`src/rtl/prog_counter.sv`:
```
// Programmable up/down modulo counter with an integrated prescaler tick,
// optional one-shot halt, synchronous load, terminal-count pulse and done flag.
module prog_counter #(
  parameter int                 WIDTH       = 4,
  parameter int                 DIV         = 16777216,
  parameter int                 DIV_BITS    = 24,
  parameter logic [WIDTH-1:0]   RESET_VALUE = '1
) (
  input  logic             mainClock,
  input  logic             reset,
  input  logic             en,
  input  logic             up,
  input  logic             oneshot,
  input  logic [WIDTH-1:0] limit,
  input  logic             load,
  input  logic [WIDTH-1:0] load_val,
  output logic [WIDTH-1:0] count,
  output logic             tick,
  output logic             tc,
  output logic             done
);

  typedef enum logic {RUN = 1'b0, HALT = 1'b1} state_t;

  localparam logic [DIV_BITS-1:0] DIV_LAST = DIV_BITS'(DIV - 1);
  localparam logic [DIV_BITS-1:0] DIV_ONE  = DIV_BITS'(1);
  localparam logic [WIDTH-1:0]    CNT_ONE  = WIDTH'(1);

  state_t              state;
  logic [DIV_BITS-1:0] div_cnt;
  logic                at_terminal;

  // Count above limit while counting up is treated as terminal so it wraps to 0.
  always_comb begin
    at_terminal = 1'b0;
    if (up) at_terminal = (count >= limit);
    else    at_terminal = (count == '0);
  end

  always_ff @(posedge mainClock or negedge reset) begin
    if (!reset) begin
      div_cnt <= '0;
      tick    <= 1'b0;
      count   <= RESET_VALUE;
      tc      <= 1'b0;
      done    <= 1'b0;
      state   <= RUN;
    end else if (load) begin
      // A tick pending on this edge is discarded along with the prescaler phase.
      div_cnt <= '0;
      tick    <= 1'b0;
      count   <= load_val;
      tc      <= 1'b0;
      done    <= 1'b0;
      state   <= RUN;
    end else begin
      if (en) begin
        if (div_cnt == DIV_LAST) begin
          div_cnt <= '0;
          tick    <= 1'b1;
        end else begin
          div_cnt <= div_cnt + DIV_ONE;
          tick    <= 1'b0;
        end
      end else begin
        tick <= 1'b0;
      end

      tc <= 1'b0;
      if (tick && state == RUN) begin
        if (at_terminal) begin
          tc <= 1'b1;
          if (oneshot) begin
            state <= HALT;
            done  <= 1'b1;
          end else begin
            count <= up ? '0 : limit;
          end
        end else begin
          count <= up ? count + CNT_ONE : count - CNT_ONE;
        end
      end
    end
  end

endmodule
```
`config.mk`:
```
export PLATFORM = sky130hd
export DESIGN_NAME = prog_counter
export DESIGN_NICKNAME = d
export VERILOG_FILES = /design/src/rtl/prog_counter.sv
export SDC_FILE = /design/constraint.sdc
export NUM_CORES = 1
export LEC_CHECK = 0
export ABC_AREA = 1
export CAP_MARGIN = 20
export CORE_ASPECT_RATIO = 0.75
export CORE_UTILIZATION = 40
export CTS_BUF_LIST = sky130_fd_sc_hd__clkbuf_4 sky130_fd_sc_hd__clkbuf_8
export DETAILED_ROUTE_END_ITERATION = 12
export PLACE_DENSITY_LB_ADDON = 0.08
export SLEW_MARGIN = 10
export SYNTH_ARGS = -nofsm -noshare
export SYNTH_HDL_FRONTEND = slang
export SYNTH_SLANG_ARGS = --single-unit
```
`constraint.sdc`:
```
create_clock -name mainClock -period 2.2 [get_ports mainClock]
set_input_delay 0.44 -clock mainClock [delete_from_list [all_inputs] [get_ports mainClock]]
set_output_delay 0.44 -clock mainClock [all_outputs]
set_load 0.01 [all_outputs]
```
# Yosys cells after proc, flatten, opt, wreduce, memory -nomap -nowiden
# Cells that the tools add are included.
# totals
ramBits,0
n_memories,0
rom_bits,0
reg_bits,31
latch_bits,0
out_inout_bits,7
word_cells,40
input_bits,14
# op_classes
addsub,3
n_bitwise,1
reduce_logical,8
n_lt_le_gt_ge,1
shifts,0
n_eq_ne,2
mux,20
n_mul,0
div,0
# ops
operator,n
24-bit two-way mux,3
24-bit by 1-bit adder with 24-bit output (second input constant),1
24-bit == test (second input constant),1
4-bit two-way mux,6
1-bit two-way mux,11
2-bit nonzero test,4
4-bit by 1-bit adder with 4-bit output (second input constant),1
4-bit greater-or-equal comparator,1
4-bit logical NOT,1
4-bit by 1-bit subtractor with 4-bit output (second input constant),1
3-bit != test (second input constant),1
3-bit AND reduction,1
2-bit AND reduction,1
1-bit logical AND,1
1-bit NOT,1

# Logic depth before layout (Yosys ltp)
# depth
word_depth,5
mapped_depth,13
ltp_nobuf,13

# Worst setup path after synthesis
# OpenSTA, ideal clock, no wires.
# synth_timing
kind,reg-to-reg
startpoint,register count[0]
endpoint,register count[1]
arrival_time_ns,1.552
stages_incl_launch_ff,14
period_less_slack_ns,1.628
n_path_buf,0
required_time_ns,2.124
setup_time_ns,0.076
path_slack_ns,0.572
path_cell_list,dfstp_2 > inv_1 > ha_1 > inv_1 > nand2_1 > nand2_1 > nand2_1 > nand2_1 > nand2_1 > nand3_1 > nand2_1 > inv_1 > nand3_1 > nand2_1
# synth_via
elab_chain_cells,5
elab_cells_between_ends,11
classes_between,add/sub: 2; order compare: 1; eq/ne: 1; mux: 5; reduce/logical: 2
# synth_rtl
element,line,source
"start, declared",17,"output logic [WIDTH-1:0] count,"
"start signal, assigned",52,count <= load_val;
"start signal, assigned",77,count <= up ? '0 : limit;
"start signal, assigned",80,count <= up ? count + CNT_ONE : count - CNT_ONE;
4-bit by 1-bit subtractor with 4-bit output (tied with other cells),80,
4-bit two-way mux or 1-bit two-way mux (tied branches),"80, 36",
4-bit two-way mux,71,if (at_terminal) begin
4-bit two-way mux,70,if (tick && state == RUN) begin
4-bit two-way mux,48,end else if (load) begin
# Several ways; a longest one is shown, not always the timed one. The select of a mux whose other input is x is not followed.
# A chain may end at the register's enable or synchronous reset.

# Final worst setup path
# layout_timing
startpoint,input limit[3]
endpoint,register count[3]
# layout_via
elab_chain_cells,5
elab_cells_between_ends,9
classes_between,order compare: 1; eq/ne: 1; mux: 6; reduce/logical: 1
# layout_rtl
element,line,source
"start, declared",14,"input logic [WIDTH-1:0] limit,"
4-bit greater-or-equal comparator or 4-bit two-way mux (tied branches),"36, 77",
1-bit two-way mux or 4-bit two-way mux (tied branches),"36, 73",
4-bit two-way mux,71,
4-bit two-way mux,70,
4-bit two-way mux,48,
# Several ways; a longest one is shown, not always the timed one. The select of a mux whose other input is x is not followed.

==> flow_metrics.py <==
metrics = {
    "timing": {
        "min_period_ps": 1880,
        "tns_ps": 0,
        "hold_violations": 0,
        "fin_ws_ps": 318,
        "relSlewSlack_pct": 72.3,
        "rsz0062_at_grt": "no",
        "max_freq_ghz": 0.531,
        "slew_viol_final": 0,
        "fin_skew_ps": 8.57,
        "tightest_slew_ps": 412,
        "finalCritPeriodShare_pct": 85.6,
        "setup_viol": 0,
    },
    "route": {
        "wl_per_cell_microns": 12.7,
        "via_count": 2021,
        "routed_wl_microns": 5390,
        "drcViolationCount": 0,
        "antenna_left": 0,
        "vias_per_cell": 4.77,
        "dr.pass1.iters": 6,
        "drt_iter0_markers": 102,
    },
    "critical_path": {
        "cp_max_fo": 6,
        "worst_ep_arrival_time_ps": 2100,
        "end_kind": "register",
        "path_class": "in -> reg",
        "path_common_cell": "nand2_1",
        "cp_data_required_time_ps": 2420,
        "slowest_delay_ps": 480,
        "crit_path_cell_trace": "clkdlybuf4s50_1 > inv_1 > ha_1 > nand2_1 > inv_1 > nor3_1 > nand2_1 > nand3_1 > nand2_1 > inv_1 > nand3_1 > nand2_1",
        "crit_path_start_kind": "input port",
        "cp_slowest_cell": "clkdlybuf4s50_1",
    },
    "placed_design": {
        "portBuffers": 20,
        "finalWeightedCongestion": 0.852,
        "placed_area_sq_mm": 0.00261,
        "pre_cts_ws_ps": 38.2,
        "dp_cells": 416,
        "dpl.hpwl_microns": 4330,
    },
    "global_route": {
        "grt_usage_pct": 20.7,
        "grt_max_degree": 32,
        "grt_pass1_wl_microns": 9270,
        "grt_overflow": 0,
        "antenna_found_initial": 0,
        "grt_pass1_vias": 1872,
    },
    "cells_and_area": {
        "finalNetCount": 370,
        "synthToLayoutAreaGrowth_pct": 19.3,
        "drive_above_1_share_pct": 14.6,
        "fin_area_sq_mm": 0.00270,
        "n_antenna_cell": 0,
        "n_fill_cell": 561,
        "final_cell_count_no_fill": 424,
    },
    "floorplan": {
        "start_util_pct": 41.9,
        "fp.coreArea_sq_mm": 0.00541,
        "io_pins": 21,
        "die-area_sq_mm": 0.00598,
        "die_width_microns": 88.9,
        "die_y_microns": 67.2,
        "rows": 23,
    },
    "clocking": {
        "clock_path_buffers": 2,
        "clkTransAtPathRegs_ps": 60,
        "postCtsHoldBufs": 0,
        "cts-buffers-inserted": 5,
        "clock_sinks": 31,
        "cts_setup_buffers": 0,
        "cts_root_buf": "clkbuf_8",
        "cts_tree": "done",
        "worstSkewPairLatency_ps": 280,
        "cts_resized": 0,
        "cts_max_level": 2,
    },
    "synthesis": {
        "synth_seq_cells": 31,
        "syn_nets": 338,
        "ys_types": 34,
        "ys_seq_area_share_pct": 34.4,
        "syn_inst": 316,
        "netlist_top_cells_count": "nand2_1 (100), nor2_1 (36), inv_1 (34), nand3_1 (30), dfrtp_1 (27)",
        "postSynthAreaPerCell_sq_um": 7.17,
        "synthFlopType": "dfrtp_1",
        "netlist_area_sq_mm": 0.00227,
        "yosys_warnings": 0,
        "synth_most_common_cell": "nand2_1",
        "synth.area.top_cells": "dfrtp_1 (30%), nand2_1 (17%), nand3_1 (6.6%)",
        "async_flop_share_pct": 100,
        "synth_enable_flop_cells": 0,
        "synth.largest_area_cell": "dfrtp_1",
        "yosys.area.top_type_share_pct": 29.8,
    },
    "hold_path": {
        "hold_class": "reg -> reg",
    },
    "pwr": {
        "power_density_mw_per_mm2": 519,
        "p_int_mw": 0.998,
        "p_clk_share_pct": 33.6,
        "leakage_nw": 1.22,
        "switchingPower_mw": 0.405,
        "pwr-share-comb_pct": 21.2,
        "switching_share_pct": 28.9,
        "vdd_ir_drop_max_mv": 0.322,
        "power_frac_seq_pct": 45.2,
    },
    "job": {
        "cap_viol_max_count": 0,
    },
    "outcome": {
        "status": "finished, final reports clean",
    },
}
cell usage in the layout (no fill, tap or decap), types with 3 or more instances in the layout:
master / instances
nand4_1: 10
o21ai_0: 8
nand2_1: 100
ha_1: 7
dfrtp_1: 27
buf_4: 10
nor3_2: 4
nor2_4: 3
nor2_1: 36
dfstp_2: 4
nor3_1: 3
clkbuf_8: 6
inv_1: 34
clkdlybuf4s50_1: 20
nand3_1: 30
xor2_1: 11
o21ai_2: 5
or2_2: 3
a21oi_2: 4
nand2_4: 3
kinds of logic after synthesis:
| kind of cell | Yosys count | share of synthesized area (%) |
|---|---|---|
| AO/OA/AOI/OAI | 25 | 7.73 |
| XOR/XNOR | 13 | 5.02 |
| adder cells (fa/ha/maj) | 8 | 4.75 |
| buffers and inverters | 42 | 7.39 |
| flip-flops | 31 | 34.4 |
| AND/OR/NAND/NOR | 197 | 40.7 |
metal layers:
metal / routed length [microns] / vias up / track usage (%)
met4: 29 / 0 / 3.77
met1: 3190 / 916 / 34.2
met2: 1960 / 28 / 26.9
li1: - / 1075 / -
met3: 203 / 2 / 4.28
met5: 0 / - / 0
power groups by stage:
stage / clock (mW) / combinational [mW] / sequential, mW
floorplan: 0 / 0.163 / 0.642
global placement: 0 / 0.298 / 0.645
detailed placement: 0 / 0.296 / 0.645
CTS: 0.484 / 0.298 / 0.635
global route: 0.508 / 0.336 / 0.638
finish: 0.472 / 0.297 / 0.634
through the flow:
stage / hold WS [ps] / util [%] / total power [mW]
floorplan: 144 / - / 0.805
detailed placement: 503 / 48.2 / 0.941
global placement: 513 / 48.2 / 0.943
CTS: 513 / 50.0 / 1.42
global route: 530 / 50.0 / 1.48
finish: 511 / 50.0 / 1.40
area by class of cell:
| cell class | count | area [sq um] | share of cell area [%] |
|---|---|---|---|
| clock buffers | 7 | 90.1 | 3.33 |
| clock inverters | 1 | 5.00 | 0.185 |
| inverters | 37 | 140 | 5.18 |
| multi-input cells | 243 | 1320 | 48.8 |
| flip-flops and latches | 31 | 781 | 28.9 |
| well taps | 75 | 93.8 | 3.47 |
| repair buffers | 30 | 275 | 10.2 |
sequential cells by signal, summed over array words and instances, names as in the netlist:
signal,cells
div_cnt,24
tc,1
state,1
tick,1
count,4
path summary, 6_finish.rpt:
path                                       from                endpoint  slack (ps)  cells past startpoint
hold reg to reg            count[0]$_DFFE_PN1P_    count[0]$_DFFE_PN1P_         510                      2
max in group asynchronous                 reset    count[3]$_DFFE_PN1P_        1330                      2
setup / recovery                       limit[3]    count[3]$_DFFE_PN1P_         320                     12
min in group asynchronous                 reset  div_cnt[5]$_DFFE_PN0P_         550                      2
hold / removal             count[0]$_DFFE_PN1P_    count[0]$_DFFE_PN1P_         510                      2
setup reg to reg           count[0]$_DFFE_PN1P_    count[3]$_DFFE_PN1P_         330                     13
critical path, delay by kind of cell:
kind	cells	cell delay [ps]
simple gates	7	660
buf+inv	4	710
fa+ha+maj	1	290
Power figures use the tool's default switching activity.
